`config.mk`:
```
export PLATFORM = sky130hd
export DESIGN_NAME = dot_product_ctrl
export DESIGN_NICKNAME = d
export VERILOG_FILES = /design/src/rtl/dp_ctrl_pkg.sv /design/src/rtl/dp_addr_cnt.sv /design/src/rtl/dot_product_ctrl.sv
export SDC_FILE = /design/constraint.sdc
export NUM_CORES = 1
export LEC_CHECK = 0
export CAP_MARGIN = 30
export CORE_ASPECT_RATIO = 1.75
export CORE_MARGIN = 3
export CORE_UTILIZATION = 41
export DETAILED_ROUTE_END_ITERATION = 8
export PLACE_DENSITY = 0.77
export SLEW_MARGIN = 20
export SYNTH_ARGS = -nofsm -noshare
export SYNTH_HDL_FRONTEND = slang
export SYNTH_HIERARCHICAL = 1
export SYNTH_SLANG_ARGS = --single-unit
```
`constraint.sdc`:
```
create_clock -name clk -period 2.85 [get_ports clk]
set_input_delay 0.855 -clock clk [delete_from_list [all_inputs] [get_ports clk]]
set_output_delay 0.855 -clock clk [all_outputs]
set_load 0.03 [all_outputs]
```
`src/rtl/dp_ctrl_pkg.sv`:
```
// Shared definitions for the dot-product sequencer: FSM state encoding and
// the pipeline latencies that set the drain length.
package dp_ctrl_pkg;

    localparam int MEM_RD_LAT = 1;
    localparam int MAC_LAT    = 2;
    // One cycle for the last read to reach the MAC, then the MAC's own stages.
    localparam int DRAIN_LEN  = MEM_RD_LAT + MAC_LAT;

    typedef enum logic [2:0] {
        ST_IDLE  = 3'd0,
        ST_CLR   = 3'd1,
        ST_FETCH = 3'd2,
        ST_DRAIN = 3'd3,
        ST_DONE  = 3'd4
    } state_t;

endpackage

```
`src/rtl/dp_addr_cnt.sv`:
```
// Loadable element counter: restarts at zero on load, counts on inc, and
// flags the final element of the loaded limit.
module dp_addr_cnt #(
    parameter int CNT_WIDTH = 9,
    parameter int OFF_WIDTH = 8
) (
    input  logic                 clk,
    input  logic                 rst_n,
    input  logic                 load,
    input  logic                 inc,
    input  logic [CNT_WIDTH-1:0] limit,
    output logic [OFF_WIDTH-1:0] offset,
    output logic                 last
);

    logic [CNT_WIDTH-1:0] count;
    logic [CNT_WIDTH-1:0] limit_q;

    always_ff @(posedge clk) begin
        if (!rst_n) begin
            count   <= '0;
            limit_q <= '0;
        end else if (load) begin
            count   <= '0;
            limit_q <= limit;
        end else if (inc) begin
            count <= count + CNT_WIDTH'(1);
        end
    end

    // Offsets wrap naturally; the full-width count still decides the end.
    assign offset = count[OFF_WIDTH-1:0];
    assign last   = (count == limit_q - CNT_WIDTH'(1));

endmodule

```
`src/rtl/dot_product_ctrl.sv`:
```
// Sequencer for one dot product on the shared MAC: clear, stream operand
// pairs from the two operand memories, drain the MAC pipeline, capture.
module dot_product_ctrl
    import dp_ctrl_pkg::*;
#(
    parameter int DATA_WIDTH = 8,
    parameter int ADDR_WIDTH = 8
) (
    input  logic                    clk,
    input  logic                    rst_n,
    input  logic                    start,
    input  logic [ADDR_WIDTH:0]     len,
    input  logic [ADDR_WIDTH-1:0]   base_a,
    input  logic [ADDR_WIDTH-1:0]   base_b,
    input  logic                    abort,
    output logic                    busy,
    output logic                    done,
    output logic [3*DATA_WIDTH-1:0] result,
    output logic                    mem_rd_en,
    output logic [ADDR_WIDTH-1:0]   mem_addr_a,
    output logic [ADDR_WIDTH-1:0]   mem_addr_b,
    input  logic [DATA_WIDTH-1:0]   mem_rdata_a,
    input  logic [DATA_WIDTH-1:0]   mem_rdata_b,
    output logic                    mac_clr,
    output logic                    mac_en,
    output logic [DATA_WIDTH-1:0]   mac_ain,
    output logic [DATA_WIDTH-1:0]   mac_bin,
    input  logic [3*DATA_WIDTH-1:0] mac_cout
);

    localparam int CNT_WIDTH = ADDR_WIDTH + 1;

    state_t                  state;
    state_t                  state_nx;
    logic [ADDR_WIDTH-1:0]   base_a_q;
    logic [ADDR_WIDTH-1:0]   base_b_q;
    logic                    abort_clr_q;
    logic                    mac_en_q;
    logic                    cnt_load;
    logic                    cnt_inc;
    logic [CNT_WIDTH-1:0]    cnt_limit;
    logic [ADDR_WIDTH-1:0]   offset;
    logic                    cnt_last;
    logic                    accept;
    logic                    kill;

    assign accept = (state == ST_IDLE) && start;
    assign kill   = (state != ST_IDLE) && abort;

    // The same counter walks the elements and then times the drain.
    assign cnt_load  = (accept && (len != '0)) || ((state == ST_FETCH) && cnt_last);
    assign cnt_inc   = (state == ST_FETCH) || (state == ST_DRAIN);
    assign cnt_limit = (state == ST_IDLE) ? len : CNT_WIDTH'(DRAIN_LEN);

    dp_addr_cnt #(
        .CNT_WIDTH (CNT_WIDTH),
        .OFF_WIDTH (ADDR_WIDTH)
    ) u_addr_cnt (
        .clk    (clk),
        .rst_n  (rst_n),
        .load   (cnt_load),
        .inc    (cnt_inc),
        .limit  (cnt_limit),
        .offset (offset),
        .last   (cnt_last)
    );

    always_comb begin
        state_nx = state;
        case (state)
            ST_IDLE:  if (start) state_nx = (len == '0) ? ST_DONE : ST_CLR;
            ST_CLR:   state_nx = ST_FETCH;
            ST_FETCH: if (cnt_last) state_nx = ST_DRAIN;
            ST_DRAIN: if (cnt_last) state_nx = ST_DONE;
            ST_DONE:  state_nx = ST_IDLE;
            default:  state_nx = ST_IDLE;
        endcase
        if (kill) state_nx = ST_IDLE;
    end

    always_ff @(posedge clk) begin
        if (!rst_n) begin
            state       <= ST_IDLE;
            base_a_q    <= '0;
            base_b_q    <= '0;
            abort_clr_q <= 1'b0;
            mac_en_q    <= 1'b0;
            result      <= '0;
        end else begin
            state       <= state_nx;
            abort_clr_q <= kill;
            // The read in flight when an abort lands must not reach the MAC.
            mac_en_q    <= mem_rd_en && !abort;
            if (accept) begin
                base_a_q <= base_a;
                base_b_q <= base_b;
                if (len == '0) result <= '0;
            end
            if ((state == ST_DRAIN) && cnt_last && !abort) result <= mac_cout;
        end
    end

    assign busy       = (state != ST_IDLE);
    assign done       = (state == ST_DONE);
    assign mem_rd_en  = (state == ST_FETCH);
    assign mem_addr_a = mem_rd_en ? (base_a_q + offset) : '0;
    assign mem_addr_b = mem_rd_en ? (base_b_q + offset) : '0;
    assign mac_clr    = (state == ST_CLR) || abort_clr_q;
    assign mac_en     = mac_en_q;
    assign mac_ain    = mem_rdata_a;
    assign mac_bin    = mem_rdata_b;

endmodule

```
# After elaboration in Yosys (flattened, before gate mapping)
# Cells that the tools add are included.
# totals
reg_bits,63
in_bits,69
out_inout_bits,61
# classes
add_sub_neg,4
eq_ne,8
mux,11
n_bitwise,1
reduce_logical,21
# ops
cell,count
$mux W24,3
$add A8 B8 Y8,2
$mux W8,2
$mux W3,4
$pmux W3 S4,1
$add A9 B1 Y9 const B,1
$eq A9 B9 Y1,1
$logic_not A9 Y1,1
$mux W9,1
$reduce_bool A9 Y1,1
$sub A9 B1 Y9 const B,1
$logic_and A1 B1 Y1,7
$eq A3 B2 Y1 const B,2
$ne A2 B2 Y1 const B,2
$reduce_bool A2 Y1,2
$reduce_or A2 Y1,2
$eq A3 B1 Y1 const B,1
$eq A3 B3 Y1 const B,1
$logic_not A3 Y1,1
$logic_or A1 B1 Y1,3
$reduce_and A3 Y1,1
$reduce_bool A3 Y1,1
$ne A2 B1 Y1 const B,1
$reduce_and A2 Y1,1
other kinds (2),2

# Logic depth before layout (Yosys ltp)
# depth
word_depth,6
mapped_depth,14

# By module
# The synthesis kept the hierarchy.
# modules_own_cells
module,n_inst,cells_per_inst,area_per_inst_um2
dot_product_ctrl,1,296,2573.7
dp_addr_cnt,1,118,1061.0

# Worst setup path before layout
# No wires, ideal clock.
# synth_path
path_type,register to output
from,reg state[1]
to,out mem_addr_a[5]
t_arrival_ns,2.273
path_slack_ns,-0.278
path_stages_with_launch,6
path_buffers,3
path_cell_list,dfxtp_1 buf_4 or3b_1 buf_2 buf_2 o311ai_0
# synth_via
elab_chain_len,2
# synth_rtl
element,line,text
start: declaration,dot_product_ctrl.sv:33,state_t state;
start signal: assignment,dot_product_ctrl.sv:90,state <= state_nx;
$eq A3 B2 Y1,dot_product_ctrl.sv:105,assign mem_rd_en = (state == ST_FETCH);
$mux W8,dot_product_ctrl.sv:106,assign mem_addr_a = mem_rd_en ? (base_a_q + offset) : '0;
end: declaration,dot_product_ctrl.sv:20,"output logic [ADDR_WIDTH-1:0] mem_addr_a,"
# No other way between the ends.

# Worst setup path in the final report
# layout_path
from,reg base_b_q[1]
to,out mem_addr_b[7]
# layout_via
elab_chain_len,2
# layout_rtl
element,line,text
start: declaration,dot_product_ctrl.sv:36,logic [ADDR_WIDTH-1:0] base_b_q;
start signal: assignment,dot_product_ctrl.sv:96,base_b_q <= base_b;
$add A8 B8 Y8,dot_product_ctrl.sv:107,assign mem_addr_b = mem_rd_en ? (base_b_q + offset) : '0;
$mux W8,dot_product_ctrl.sv:107,
end: declaration,dot_product_ctrl.sv:21,"output logic [ADDR_WIDTH-1:0] mem_addr_b,"
# No other way between the ends.

==> run summary <==
Clock Pin Slew Worst Setup and Hold Paths = 50 ps
fin crit period = 2880 ps
top post-synthesis cells by count = 63 x dfxtp_1, 48 x nand2_1, 25 x buf_4, 24 x a22o_1, 23 x nor2_1
nets = 588
crit path max fanout = 3
CP arrival = 2030 ps
syn nets = 501
Setup crit end kind = primary output
worst-margin pin slew = 400 ps
Die Y = 131 um
ys async rst share = 0%
H-tree Lvls = 3
Die X = 77.2 um
top-count cell post-synth = dfxtp_1
Mean Syn Cell Area = 8.78 um^2
TritonCTS clock tree = yes
initial core utilization = 42.9%
fill count = 729
period utilisation layout = 101%
Design Area, Final = 5160 um^2
Reg area = 1280 um^2
final setup margin = -33.1 ps
synth-to-layout area growth = 41.9%
RSZ-0062 raised after global routing = true
Top FF cell, synth = dfxtp_1
CTS Hold Bufs = 0
hold-critical path depth = 2
dominant cells by area after synthesis = dfxtp_1 35%, a22o_1 5.8%, ha_1 5.5%
R2R setup slack = 150 ps
Post-Syn Instances = 414
Syn. warnings = 6
initial DRC count = 170
routed vias/inst = 5.28
Die ar. = 10,100 um^2
# IOs = 130
Max Clock Freq = 347 MHz
Antenna Cells = 0
Setup violations, final = 1
Leakage = 2.04 nW
final setup TNS = -33.1 ps
Synth Cell Area = 3630 um^2
grt ovf = 0
share of the synthesized area in the top cell type = 34.7%
IO Port Bufs = 97
DRC errors left = 0
outcome = complete, but fails checks
Clock Tree Root = clkbuf_16
initial antenna violation count = 0
All-Layer GR Usage = 18.1%
via count = 3,277
WP data required = 2000 ps
TritonCTS buffer count = 9
Crit Path Category = register to primary output
Final Hold Viols = 0
#FFs+latches synth = 63
Post-synth EDFFs = 0
cell row count = 44
ANT nets after route = 0
Area after DPL = 4580 um^2
post-DP HPWL = 7.02 mm
vias in the first global route = 3,367
multi-input logic area = 2220 um^2
violated checks = negative setup slack
pwr dens = 469 nW/um^2
Reg2Reg Depth = 12
Hold Path Class = register to register
first-pass GRT wire length = 14.5 mm
WL/cell = 15.4 um
maximum vdd ir drop = 0.000326 V
Startpoint Class = register
Clk Latency, worst-skew pair = 330 ps
Pre-antenna DRT Iters = 4
synth unique cells = 55
Placer Congestion = 0.869
Rel. slew slack = 73.1%
layout cells sized above 1 = 20.6%
Layout Skew = 6.49 ps
worst-case clock buffer depth = 2
sequential share of the synthesized area = 34.7%
drt total wl = 9.54 mm
post-synth top area cell = dfxtp_1
max_cap viols = 0
CORE AREA = 8480 um^2
Pins Over Slew Limit = 0
clk sinks = 63
largest net degree at the start of global routing = 25
[cell families after synthesis]
family,count (synthesis),share of synthesized area [%]
AND/OR/NAND/NOR,148,21.1
AO/OA/AOI/OAI,89,18.2
flip-flops,63,34.7
buffers and inverters,58,9.50
XOR/XNOR,23,5.75
adder cells (fa/ha/maj),18,6.61
multiplexers,15,4.13
[layout make-up]
cell class / count / area share, %
clock inverters: 5 / 1.12
multi-input cells: 293 / 43.1
repair buffers: 122 / 22.5
inverters: 12 / 0.946
flip-flops and latches: 63 / 24.8
clock buffers: 11 / 4.71
well taps: 115 / 2.79
[sequential cells by signal, indices dropped and copies added, names as in the netlist]
name / flops
abort_clr_q: 1
base_a_q: 8
base_b_q: 8
mac_en: 1
result: 24
state: 3
u_addr_cnt/count: 9
u_addr_cnt/limit_q: 9
[layout by cell type (no fill, tap or decap), types with 7 or more instances in the layout]
cell / count
xnor2_1: 10
nand2_1: 47
and2_1: 12
a21boi_0: 17
xor2_1: 12
buf_4: 35
nor3_1: 8
nor3b_1: 7
a22o_1: 24
nor2_1: 23
ha_1: 8
clkbuf_16: 9
clkdlybuf4s50_1: 79
dfxtp_1: 54
nand3_1: 7
o21ai_0: 10
inv_1: 11
nor2b_1: 11
mux2i_1: 14
[per-layer routing]
layer,GRT usage (%),up-vias,wire [um]
met4,11.9,0,462
met5,0,-,0
li1,-,1603,-
met3,5.14,36,606
met2,35.2,124,5080
met1,16.0,1514,3390
[critical path, cell delays in order (launching register included)]
cell	delay (ps)
dfxtp_4	360
ha_4	250
a211oi_4	230
o21bai_2	110
o41ai_2	340
mux2i_2	250
buf_4	180
[repair_timing]
action,4_1_cts,5_1_grt
pin swaps,3,19
cloned,0,1
buffers inserted,0,6
gates resized for setup,22,33
endpoints found under the setup margin,15,50
[through the flow]
| step | total power [mW] | hold WS [ps] | setup slack, ps | instances | utilization [%] |
|---|---|---|---|---|---|
| after CTS | 2.42 | 468 | -108 | 614 | 58.5 |
| after global routing | 2.52 | 496 | -115 | 621 | 60.8 |
| after global placement | 1.32 | 454 | 148 | 598 | 54.0 |
| after detailed placement | 1.34 | 461 | 135 | 598 | 54.0 |
| after floorplan | 1.23 | 447 | 14.3 | 414 | - |
| final | 2.42 | 468 | -33.1 | 621 | 60.8 |
[worst paths after layout]
kind	from	end
worst max-delay path	base_b_q[1]	mem_addr_b[7]
worst min-delay path	base_a_q[3]	base_a_q[3]
worst max register to register	u_addr_cnt/limit_q[1]	u_addr_cnt/limit_q[8]
worst min register to register	base_a_q[3]	base_a_q[3]
[where the power goes]
part	switching (mW)	leakage (nW)	internal [mW]	total, mW
Sequential	0.0285	0.517	0.912	0.940
Clock	0.366	0.138	0.697	1.06
Combinational	0.197	1.38	0.217	0.413
Note: power is estimated with default switching activity, not from simulation.
